$ cat src/rtl/window_pkg.sv
// Shared types and constants for the register-window control unit.
`default_nettype none

package window_pkg;

  localparam int NWIN_DEF = 4;
  localparam int CWPW_DEF = 2;

  typedef enum logic [1:0] {
    IDLE = 2'b00,
    EVAL = 2'b01,
    TRAP = 2'b10
  } state_t;

  // Pending window operation carried from IDLE into EVAL.
  typedef enum logic [1:0] {
    OP_SAVE      = 2'b00,
    OP_RESTORE   = 2'b01,
    OP_TRAPENTRY = 2'b10,
    OP_RETT      = 2'b11
  } op_t;

  localparam logic [1:0] TT_NONE = 2'b00;
  localparam logic [1:0] TT_OVF  = 2'b01;
  localparam logic [1:0] TT_UNF  = 2'b10;
  localparam logic [1:0] TT_ILL  = 2'b11;

endpackage

`default_nettype wire

$ cat src/rtl/cwp_next.sv
// Modular step of a window pointer: dir=1 increments, dir=0 decrements, wrapping at NWIN.
`default_nettype none

module cwp_next #(
  parameter int NWIN = 4,
  parameter int CWPW = 2
) (
  input  logic [CWPW-1:0] cwp,
  input  logic            dir,
  output logic [CWPW-1:0] target
);

  localparam logic [CWPW-1:0] LAST = CWPW'(NWIN - 1);

  always_comb begin
    target = cwp;
    if (dir) begin
      target = (cwp == LAST) ? '0 : cwp + 1'b1;
    end else begin
      target = (cwp == '0) ? LAST : cwp - 1'b1;
    end
  end

endmodule

`default_nettype wire

$ cat src/rtl/window_control_unit.sv
// Owns CWP and WIM, sequences SAVE/RESTORE/trap-entry/RETT window moves and raises window traps.
`default_nettype none

module window_control_unit
  import window_pkg::*;
#(
  parameter int NWIN = NWIN_DEF,
  parameter int CWPW = CWPW_DEF
) (
  input  logic            Clk,
  input  logic            Clr,
  input  logic            Save,
  input  logic            Restore,
  input  logic            TrapEntry,
  input  logic            Rett,
  input  logic            CwpWE,
  input  logic [CWPW-1:0] CwpIn,
  input  logic            WimWE,
  input  logic [NWIN-1:0] WimIn,
  input  logic            TrapAck,
  output logic [CWPW-1:0] CWP,
  output logic [NWIN-1:0] WIM,
  output logic            Ready,
  output logic            Done,
  output logic            Trap,
  output logic [1:0]      TrapType
);

  localparam logic [NWIN-1:0] WIM_RST  = NWIN'(2);
  localparam logic [CWPW:0]   NWIN_EXT = (CWPW + 1)'(NWIN);

  state_t          state_q;
  op_t             op_q;
  logic [CWPW-1:0] cwp_q;
  logic [CWPW-1:0] target_q;
  logic [NWIN-1:0] wim_q;
  logic            done_q;
  logic [1:0]      ttype_q;

  logic [4:0]      req_vec;
  logic            multi_req;
  logic            any_step;
  logic            step_dir;
  logic            cwp_legal;
  logic [CWPW-1:0] step_target;

  always_comb begin
    req_vec   = {Save, Restore, TrapEntry, Rett, CwpWE};
    multi_req = ($countones(req_vec) > 1);
    any_step  = Save | Restore | TrapEntry | Rett;
    step_dir  = Restore | Rett;
    cwp_legal = ({1'b0, CwpIn} < NWIN_EXT);
  end

  cwp_next #(
    .NWIN (NWIN),
    .CWPW (CWPW)
  ) u_cwp_next (
    .cwp    (cwp_q),
    .dir    (step_dir),
    .target (step_target)
  );

  always_ff @(posedge Clk) begin
    if (!Clr) begin
      state_q  <= IDLE;
      op_q     <= OP_SAVE;
      cwp_q    <= '0;
      target_q <= '0;
      wim_q    <= WIM_RST;
      done_q   <= 1'b0;
      ttype_q  <= TT_NONE;
    end else begin
      done_q <= 1'b0;
      case (state_q)
        IDLE: begin
          // WIM write lands even alongside an illegal request, and EVAL sees the new mask.
          if (WimWE) wim_q <= WimIn;
          if (multi_req) begin
            state_q <= TRAP;
            ttype_q <= TT_ILL;
          end else if (CwpWE) begin
            if (cwp_legal) begin
              cwp_q  <= CwpIn;
              done_q <= 1'b1;
            end else begin
              state_q <= TRAP;
              ttype_q <= TT_ILL;
            end
          end else if (any_step) begin
            target_q <= step_target;
            op_q     <= Save      ? OP_SAVE      :
                        Restore   ? OP_RESTORE   :
                        TrapEntry ? OP_TRAPENTRY : OP_RETT;
            state_q  <= EVAL;
          end
        end
        EVAL: begin
          if ((op_q != OP_TRAPENTRY) && wim_q[target_q]) begin
            state_q <= TRAP;
            ttype_q <= (op_q == OP_SAVE) ? TT_OVF : TT_UNF;
          end else begin
            cwp_q   <= target_q;
            done_q  <= 1'b1;
            state_q <= IDLE;
          end
        end
        TRAP: begin
          if (TrapAck) begin
            state_q <= IDLE;
            ttype_q <= TT_NONE;
          end
        end
        default: state_q <= IDLE;
      endcase
    end
  end

  assign CWP      = cwp_q;
  assign WIM      = wim_q;
  assign Ready    = (state_q == IDLE);
  assign Trap     = (state_q == TRAP);
  assign Done     = done_q;
  assign TrapType = ttype_q;

endmodule

`default_nettype wire

$ cat config.mk
export PLATFORM = sky130hd
export DESIGN_NAME = window_control_unit
export DESIGN_NICKNAME = d
export VERILOG_FILES = /design/src/rtl/window_pkg.sv /design/src/rtl/cwp_next.sv /design/src/rtl/window_control_unit.sv
export SDC_FILE = /design/constraint.sdc
export NUM_CORES = 1
export LEC_CHECK = 0
export ABC_AREA = 1
export BUFFER_PORTS_ARGS = -buffer_cell sky130_fd_sc_hd__clkbuf_2
export CORE_MARGIN = 3
export CORE_UTILIZATION = 45
export DETAILED_ROUTE_END_ITERATION = 8
export PLACE_DENSITY = 0.82
export SLEW_MARGIN = 20
export SYNTH_ARGS = -nofsm -noshare
export SYNTH_HDL_FRONTEND = slang
export SYNTH_SLANG_ARGS = --single-unit
$ cat constraint.sdc
create_clock -name Clk -period 1.6 [get_ports Clk]
set_input_delay 0.16 -clock Clk [delete_from_list [all_inputs] [get_ports Clk]]
set_output_delay 0.16 -clock Clk [all_outputs]
set_load 0.02 [all_outputs]
==> results of run 1 <==
## final cells by class
| class | instances | area [um^2] | share of cell area |
|---|---|---|---|
| clock buffer | 4 | 26.3 | 0.0221 |
| inverter | 23 | 104 | 0.0872 |
| multi-input combinational | 80 | 541 | 0.454 |
| sequential | 15 | 300 | 0.252 |
| tap | 25 | 31.3 | 0.0263 |
| timing repair buffer | 30 | 189 | 0.159 |
## cell usage after synthesis
cell	n	area, um^2
inv_1	19	71.3
nand2_1	19	71.3
dfxtp_1	15	300
a21oi_1	13	65.1
nand3_1	10	50.1
o21ai_0	9	45.0
nor2_1	6	22.5
ha_1	4	50.1
o21ai_1	4	20.0
inv_2	3	11.3
nand2_2	2	12.5
nor2_4	2	22.5
o21ai_2	2	17.5
buf_6	1	11.3
fa_1	1	20.0
inv_4	1	6.26
nand3_4	1	17.5
nand3b_1	1	7.51
nand3b_4	1	20.0
nor2_2	1	6.26
nor2_8	1	20.0
o21a_1	1	7.51
xor2_1	1	8.76
## metrics by stage
| step | total power, mW | util | setup TNS [ns] | instances | hold slack, ns |
|---|---|---|---|---|---|
| floorplan | 0.699 | - | -0.583 | 118 | 0.298 |
| global placement | 0.788 | 0.609 | -3.15 | 172 | 0.406 |
| detailed placement | 0.800 | 0.609 | -3.78 | 172 | 0.426 |
| CTS | 1.03 | 0.653 | -0.189 | 177 | 0.132 |
| global route | 1.11 | 0.668 | -0.374 | 177 | 0.165 |
| finish | 1.04 | 0.668 | -0.0273 | 177 | 0.145 |
## worst paths after layout
check / start / endpoint / slack [ns] / cells after the start
worst max-delay path: Save / op_q[1]$_SDFFE_PN0P_ / -0.03 / 11
worst max register to register: state_q[1]$_SDFFE_PN0P_ / op_q[1]$_SDFFE_PN0P_ / 0.33 / 6
worst min register to register: WIM[2]$_SDFFE_PN0P_ / WIM[2]$_SDFFE_PN0P_ / 0.48 / 2
worst min-delay path: WimIn[1] / WIM[1]$_SDFFE_PN1P_ / 0.15 / 3
## per-layer routing
metal  wire [um]  track usage  vias up
met2         984        0.300       30
li1            -            -      449
met4          25       0.0538        0
met1         853        0.206      370
met3         127       0.0326        4
met5           0            0        -
## power by group
part	switching [mW]	internal [mW]	leakage, nW
Clock	0.123	0.0968	0.0150
Sequential	0.0336	0.415	0.124
Combinational	0.226	0.147	0.469
Total	0.382	0.658	0.608
## worst max-delay path, cell delays in order
cell,delay (ns)
clkbuf_16,0.12
inv_12,0.03
fa_1,0.50
inv_1,0.04
ha_1,0.29
nand2_2,0.08
nand3_4,0.10
nor2_8,0.15
nand3b_4,0.12
o21ai_2,0.17
a21oi_1,0.05
## repair_timing
| item | 4_1_cts | 5_1_grt |
|---|---|---|
| gates cloned | 1 | 0 |
| gates resized for setup | 8 | 6 |
| endpoints found under the hold margin | 0 | 0 |
| endpoints found under the setup margin | 9 | 10 |
| pin swaps | 4 | 7 |
## state kept, by name (all words and copies together) (netlist names)
register and flops:
WIM 4, CWP 2, TrapType 2, op_q 2
state_q 2, target_q 2, Done 1
## cells by family (layout without fill, tap and decap cells)
kind of cell,Yosys count,after routing,share of synthesized area
AO/OA/AOI/OAI,29,29,0.175
adder cells (fa/ha/maj),5,5,0.0792
flip-flops,15,15,0.339
AND/OR/NAND/NOR,44,45,0.283
XOR/XNOR,1,1,0.00990
buffers and inverters,24,57,0.113
==> metrics.csv, run 1 <==
metric,value,unit
Mapped Area,885,um^2
Synthesis Warnings,0,
relative slew slack,0.801,
clk_lat worst skew,0.28,ns
CP Launch Type,input pin,
vias per inst,4.82,
Tmin final,1.63,ns
max-slew violations,0,
GR Util All Layers,0.170,
CTS Sinks,15,
final setup margin,-0.0273,ns
routed len/inst,11.2,um
status,"complete, but fails checks",
fin area,1190,um^2
Routability Congestion,0.770,
"Reg clk slew, reported paths",0.09,ns
Antenna diodes,0,
worst hold path type,input pin to register,
DRC,0,
VDD IR max,0.463,mV
Fillers,162,
LEAKAGE,0.608,nW
die height,50.3,um
Area after DPL,1090,um^2
initial antenna violation count,0,
most frequent cells in the layout,"23 x clkbuf_2, 18 x nand2_1, 17 x inv_1",
vias in the first global route,781,
failing checks,setup timing,
port bufs,25,
# rows,15,
CP max FO,5,
CTS Root Cell,clkbuf_4,
die width,50.3,um
global-route wire length before repair,3.39,mm
Post-Syn Instances,118,
Overflow after GRT,0,
critical path type,input pin to register,
"commonest non-fill, non-tap cell in the layout",clkbuf_2,
Layout area overhead,34.7,%
CTS tree,yes,
pre-CTS WS,-0.408,ns
via count,853,
period utilization,1.02,
Final nets,173,
hold_buf cts,0,
Post-Route WL,1.99,mm
"antenna viol nets, final",0,
"flops & latches, synth",15,
drt pass-1 iters,4,
CTS max path bufs,2,
post-CTS setup buffers,0,
maximum level of the CTS H-tree,1,
total die area,2530,um^2
synthesized net count,138,
# setup viols final,1,
CP Data Required Time,1.78,ns
layout cells sized above 1,0.395,
pwr/cell area,874,nW/um^2
final HPWL from detailed placement,1.52,mm
CTS Buf Count,3,
area of the core,1780,um^2
CP Capture Type,register,
fmax,615,MHz
Worst-Margin Slew,0.298,ns
synthesized area per cell,7.50,um^2
"Seq/Total Area, Yosys",0.339,
maxcap violations,0,
pin count of the biggest net entering global routing,15,
final hold vios,0,
data arrival time of the worst path,1.81,ns
Initial DRC Count,9,
# IOs,26,
RSZ-0062 raised after global routing,true,
"Distinct cells, synth",23,
worst clock skew,0.00317,ns
Starting Density,0.496,
Power figures use the tool's default switching activity.
==> run 2: changes to the inputs <==
Settings changed: CTS_BUF_LIST set to sky130_fd_sc_hd__clkbuf_16.
==> run 2 against run 1 <==
Compared with the run above:
- the run still ends with setup timing left
- worst hold slack better by 0.042 ns
- critical endpoint unchanged
- core utilization is 2.7 points higher
- clock power up 120%
- largest power group is now clock
- count of clock-buffer cells in the layout down 1
- first-iteration DRC count shrank 33%
==> metrics.csv, run 2 (synthesis gave the netlist of run 1 again) <==
metric,value,unit,change
status,"complete, but fails checks",,
failing checks,setup timing,,
Sw Ratio,0.315,,-0.0528
clk_lat worst skew,0.25,ns,-0.03 ns
period utilization,1.03,,+0.0154
fmax,605,MHz,-1.5%
Post-Route WL,1.98,mm,-0.35%
pin count of the biggest net entering global routing,15,,unchanged
"Endpoint, Worst Hold",WIM[1]$_SDFFE_PN1P_,,
Initial DRC Count,6,,-3
final setup margin,-0.0519,ns,-0.0246 ns
clock network power share,0.370,,+0.159
global-route wire length before repair,3.44,mm,+1.7%
Largest register FFs,4,,unchanged
CP peak stage delay,0.53,ns,+0.03 ns
Tmin final,1.65,ns,+0.0246 ns
Overflow after GRT,0,,unchanged
CP max-delay cell,fa_1,,
pre-CTS WS,-0.408,ns,unchanged
final HPWL from detailed placement,1.52,mm,unchanged
crit-path cells,"clkbuf_16, inv_12, fa_1, inv_1, ha_1, nand2_2, nand3_4, nor2_8, nand3b_4, o21ai_2, a21oi_1",,
layout cells sized above 1,0.414,,+0.0197
grt met3 use,0.0326,,unchanged
CTS Sinks,15,,unchanged
"antenna viol nets, final",0,,unchanged
Worst-Margin Slew,0.323,ns,+0.0252 ns
Placed Instances,172,,unchanged
relative slew slack,0.785,,-0.0168
RSZ-0062 raised after global routing,true,,
R2R setup slack,0.37,ns,+0.04 ns
CP bufs+invs,3,,unchanged
internal power,0.892,mW,+36%
cell family with most CP delay,adder cells,,
sequential power share,0.345,,-0.086
die width,50.3,um,unchanged
# IOs,26,,unchanged
CP Launch Type,input pin,,
total die area,2530,um^2,unchanged
port bufs,25,,unchanged
CTS tree,yes,,
CP max FO,5,,unchanged
Layout area overhead,40.2,%,
Hold Path Origin,WimIn[1],,
CTS Root Cell,clkbuf_16,,
VDD IR max,0.580,mV,+25%
maximum level of the CTS H-tree,1,,unchanged
critical path type,input pin to register,,
LEAKAGE,0.626,nW,+2.9%
Sw Pwr,0.410,mW,+7.2%
CTS Buf Count,3,,unchanged
Routability Congestion,0.770,,unchanged
area of the core,1780,um^2,unchanged
reg2reg start,state_q[1]$_SDFFE_PN0P_,,
vias per inst,4.84,,+0.47%
critical path startpoint,Save,,
routing usage on met2,0.304,,+0.00435
# setup viols final,6,,+5
Final Core Density,0.695,,+0.0274
worst hold path type,input pin to register,,
GR Util met1,0.204,,-0.00182
CTS max path bufs,2,,unchanged
maxcap violations,0,,unchanged
drt pass-1 iters,4,,unchanged
die height,50.3,um,unchanged
# rows,15,,unchanged
Starting Density,0.496,,unchanged
worst clock skew,0.00298,ns,-0.000187 ns
vias in the first global route,789,,+1.0%
FF-to-FF path depth,6,,unchanged
CP Data Required Time,1.74,ns,-0.04 ns
via count,857,,+0.47%
pwr/cell area,1050,nW/um^2,+20%
routed len/inst,11.2,um,-0.35%
CP Capture Type,register,,
GR Util All Layers,0.178,,+0.00807
GR peak layer,met2,,
hold slack,0.187,ns,+0.0421 ns
WHS Path Cells,3,,unchanged
Antenna diodes,0,,unchanged
max-slew violations,0,,unchanged
DRC,0,,unchanged
Final Instance Count excl. Fillers,177,,unchanged
most frequent cells in the layout,"24 x clkbuf_2, 18 x inv_1, 17 x nand2_1",,
"commonest non-fill, non-tap cell in the layout",clkbuf_2,,
data arrival time of the worst path,1.79,ns,-0.02 ns
"Reg clk slew, reported paths",0.05,ns,-0.04 ns
Final nets,173,,unchanged
final hold vios,0,,unchanged
setup TNS,-0.228,ns,-0.201 ns
Fillers,155,,-4.3%
initial antenna violation count,0,,unchanged
Worst R2R End,op_q[1]$_SDFFE_PN0P_,,
Logic pwr share,0.285,,-0.073
==> run 2: changes by cell type in the layout (fill, tap and decap cells not counted), moves of 2 or more <==
cell / before / now
clkbuf_16: 1 / 4
clkbuf_4: 3 / 0
nand3_1: 7 / 9
nand3_2: 3 / 1
nor2_1: 6 / 4
nor2_2: 1 / 3
==> run 2: how the worst max path moves through the flow <==
stage / endpoint / slack (ns) / depth (start not counted)
after floorplan: op_q[0]$_SDFFE_PN0P_ / -0.1 / 10
after global placement: op_q[0]$_SDFFE_PN0P_ / -0.35 / 11
after detailed placement: op_q[1]$_SDFFE_PN0P_ / -0.41 / 11
final: op_q[1]$_SDFFE_PN0P_ / -0.05 / 11
after CTS: target_q[0]$_SDFFE_PN0P_ / -0.09 / 11
after global routing: op_q[1]$_SDFFE_PN0P_ / -0.13 / 11
==> run 2: cell type report <==
class	instances	area, um^2	share of cell area
clock buffers	3	75.1	0.0605
clock inverters	1	3.75	0.00303
inverters	23	101	0.0817
multi-input cells	80	546	0.440
flip-flops and latches	15	300	0.242
well taps	25	31.3	0.0252
repair buffers	30	183	0.147
==> run 2: power groups by stage <==
stage                     combinational, mW  sequential, mW  clock (mW)
after floorplan                       0.213           0.486           0
after global placement                0.335           0.452           0
after detailed placement              0.345           0.455           0
after CTS                             0.369           0.450       0.492
after global routing                  0.413           0.455       0.506
final                                 0.371           0.450       0.481
==> run 2: tightest hold or removal path: stages <==
cell and delay, ns:
clkbuf_2 0.08, nand3_1 0.07, nand3_1 0.09
==> run 2: routing by layer <==
metal,up-vias,share of wire,routed length [um]
li1,449,-,-
met1,378,0.42,843
met2,25,0.49,972
met3,5,0.059,118
met4,0,0.026,51
met5,-,0,0
==> run 2: through the flow <==
stage	instance area [um^2]	power [mW]
floorplan	903	0.699
global placement	1090	0.788
detailed placement	1090	0.800
CTS	1230	1.31
global route	1240	1.37
finish	1240	1.30
==> run 2: what timing repair did <==
action | CTS | global route
setup buffers | 0 | 0
resized for setup | 11 | 4
setup endpoints to repair | 10 | 10
hold buffers | 0 | 0
pin swaps | 4 | 6
cloned | 1 | 0
==> run 3: changes to the inputs <==
Settings changed: MAX_ROUTING_LAYER set to met4.
==> run 3 against run 2 <==
Compared with the run above:
- the run still ends with setup timing left
- final area unchanged
- core utilization unchanged
- non-clock buffer count unchanged
- final cell count unchanged
- clock power about the same
- critical path depth unchanged
- routed wire length unchanged
- maximum frequency about the same
- clock skew about the same
- die area unchanged
==> metrics.csv, run 3 (synthesis gave the netlist of run 1 again) <==
metric,value,unit,change
sequential power share,0.345,,about the same
final HPWL from detailed placement,1.52,mm,unchanged
CTS tree,yes,,
CP Capture Type,register,,
LEAKAGE,0.626,nW,unchanged
setup TNS,-0.228,ns,+0.0000650 ns
die height,50.3,um,unchanged
final setup margin,-0.0519,ns,+0.00000260 ns
"commonest non-fill, non-tap cell in the layout",clkbuf_2,,
# IOs,26,,unchanged
die width,50.3,um,unchanged
drt pass-1 iters,4,,unchanged
critical path type,input pin to register,,
"Reg clk slew, reported paths",0.05,ns,about the same
Tmin final,1.65,ns,-0.00000260 ns
Routability Congestion,0.781,,+1.3%
Layout area overhead,40.2,%,unchanged
clock network power share,0.370,,about the same
Antenna diodes,0,,unchanged
via count,857,,unchanged
Initial DRC Count,6,,unchanged
CTS Sinks,15,,unchanged
initial antenna violation count,0,,unchanged
# rows,15,,unchanged
"antenna viol nets, final",0,,unchanged
Final nets,173,,unchanged
max-slew violations,0,,unchanged
internal power,0.892,mW,about the same
final hold vios,0,,unchanged
relative slew slack,0.785,,about the same
data arrival time of the worst path,1.79,ns,about the same
Largest register FFs,4,,unchanged
VDD IR max,0.580,mV,about the same
clk_lat worst skew,0.25,ns,about the same
status,"complete, but fails checks",,
GR Util All Layers,0.183,,+0.00477
hold_buf cts,0,,unchanged
Fillers,155,,unchanged
pre-CTS WS,-0.408,ns,unchanged
vias per inst,4.84,,unchanged
CP Launch Type,input pin,,
Starting Density,0.496,,unchanged
DRC,0,,unchanged
period utilization,1.03,,about the same
CP max FO,5,,unchanged
total die area,2530,um^2,unchanged
routed len/inst,11.2,um,unchanged
Sw Ratio,0.315,,about the same
pwr/cell area,1050,nW/um^2,about the same
most frequent cells in the layout,"24 x clkbuf_2, 18 x inv_1, 17 x nand2_1",,
Overflow after GRT,0,,unchanged
RSZ-0062 raised after global routing,true,,
Final Core Density,0.695,,unchanged
failing checks,setup timing,,
CP Data Required Time,1.74,ns,about the same
Post-Route WL,1.98,mm,unchanged
Logic pwr share,0.285,,about the same
layout cells sized above 1,0.414,,unchanged
worst clock skew,0.00295,ns,-0.0000293 ns
CTS Root Cell,clkbuf_16,,
global-route wire length before repair,3.44,mm,unchanged
port bufs,25,,unchanged
# setup viols final,6,,unchanged
total power,1.30,mW,about the same
CTS max path bufs,2,,unchanged
pin count of the biggest net entering global routing,15,,unchanged
vias in the first global route,789,,unchanged
multi-input logic area,546,um^2,unchanged
worst hold path type,input pin to register,,
Worst-Margin Slew,0.323,ns,-0.000149 ns
maximum level of the CTS H-tree,1,,unchanged
maxcap violations,0,,unchanged
area of the core,1780,um^2,unchanged
fmax,605,MHz,about the same
CTS Buf Count,3,,unchanged
Sw Pwr,0.410,mW,about the same
register area,300,um^2,unchanged
==> run 3: path summary, 6_finish.rpt <==
kind              slack (ns)                   end                     from  cells past startpoint
setup / recovery       -0.05  op_q[1]$_SDFFE_PN0P_                     Save                     11
setup reg to reg        0.37  op_q[1]$_SDFFE_PN0P_  state_q[1]$_SDFFE_PN0P_                      6
hold / removal          0.19   WIM[1]$_SDFFE_PN1P_                 WimIn[1]                      3
hold reg to reg         0.47   WIM[2]$_SDFFE_PN0P_      WIM[2]$_SDFFE_PN0P_                      2
==> run 3: stage by stage <==
stage / hold slack (ns) / instance area, um^2 / std cells
2_1_floorplan: 0.298 / 903 / 118
3_3_place_gp: 0.406 / 1090 / 172
3_5_place_dp: 0.426 / 1090 / 172
4_1_cts: 0.172 / 1230 / 177
5_1_grt: 0.212 / 1240 / 177
6_report: 0.187 / 1240 / 177
==> run 3: power by group through the flow <==
stage               Combinational [mW]  Clock, mW  Sequential, mW
floorplan                        0.213          0           0.486
global placement                 0.335          0           0.452
detailed placement               0.345          0           0.455
CTS                              0.369      0.492           0.450
global route                     0.413      0.506           0.455
finish                           0.371      0.481           0.450
==> run 3: final cells by class <==
class | count | area share
timing repair buffer | 30 | 0.147
inverter | 23 | 0.0817
tap | 25 | 0.0252
sequential | 15 | 0.242
clock inverter | 1 | 0.00303
clock buffer | 3 | 0.0605
multi-input combinational | 80 | 0.440
==> run 3: repair_timing <==
action / in CTS / in global routing
pin swaps: 4 / 6
gates resized for setup: 11 / 4
buffers inserted: 0 / 0
gates cloned: 1 / 0
setup endpoints to repair: 10 / 10
==> run 3: routing by layer <==
layer	track usage	routed length [um]
met1	0.206	848
met2	0.304	972
met3	0.0297	112
met4	0.108	51
met5	-	0
==> run 3: worst max-delay path: stages <==
cell and delay [ns]:
clkbuf_16 0.12, inv_12 0.03, fa_1 0.53, inv_1 0.04
ha_1 0.27, nand2_2 0.08, nand3_4 0.10, nor2_8 0.15
nand3b_4 0.12, o21ai_2 0.14, a21oi_1 0.05
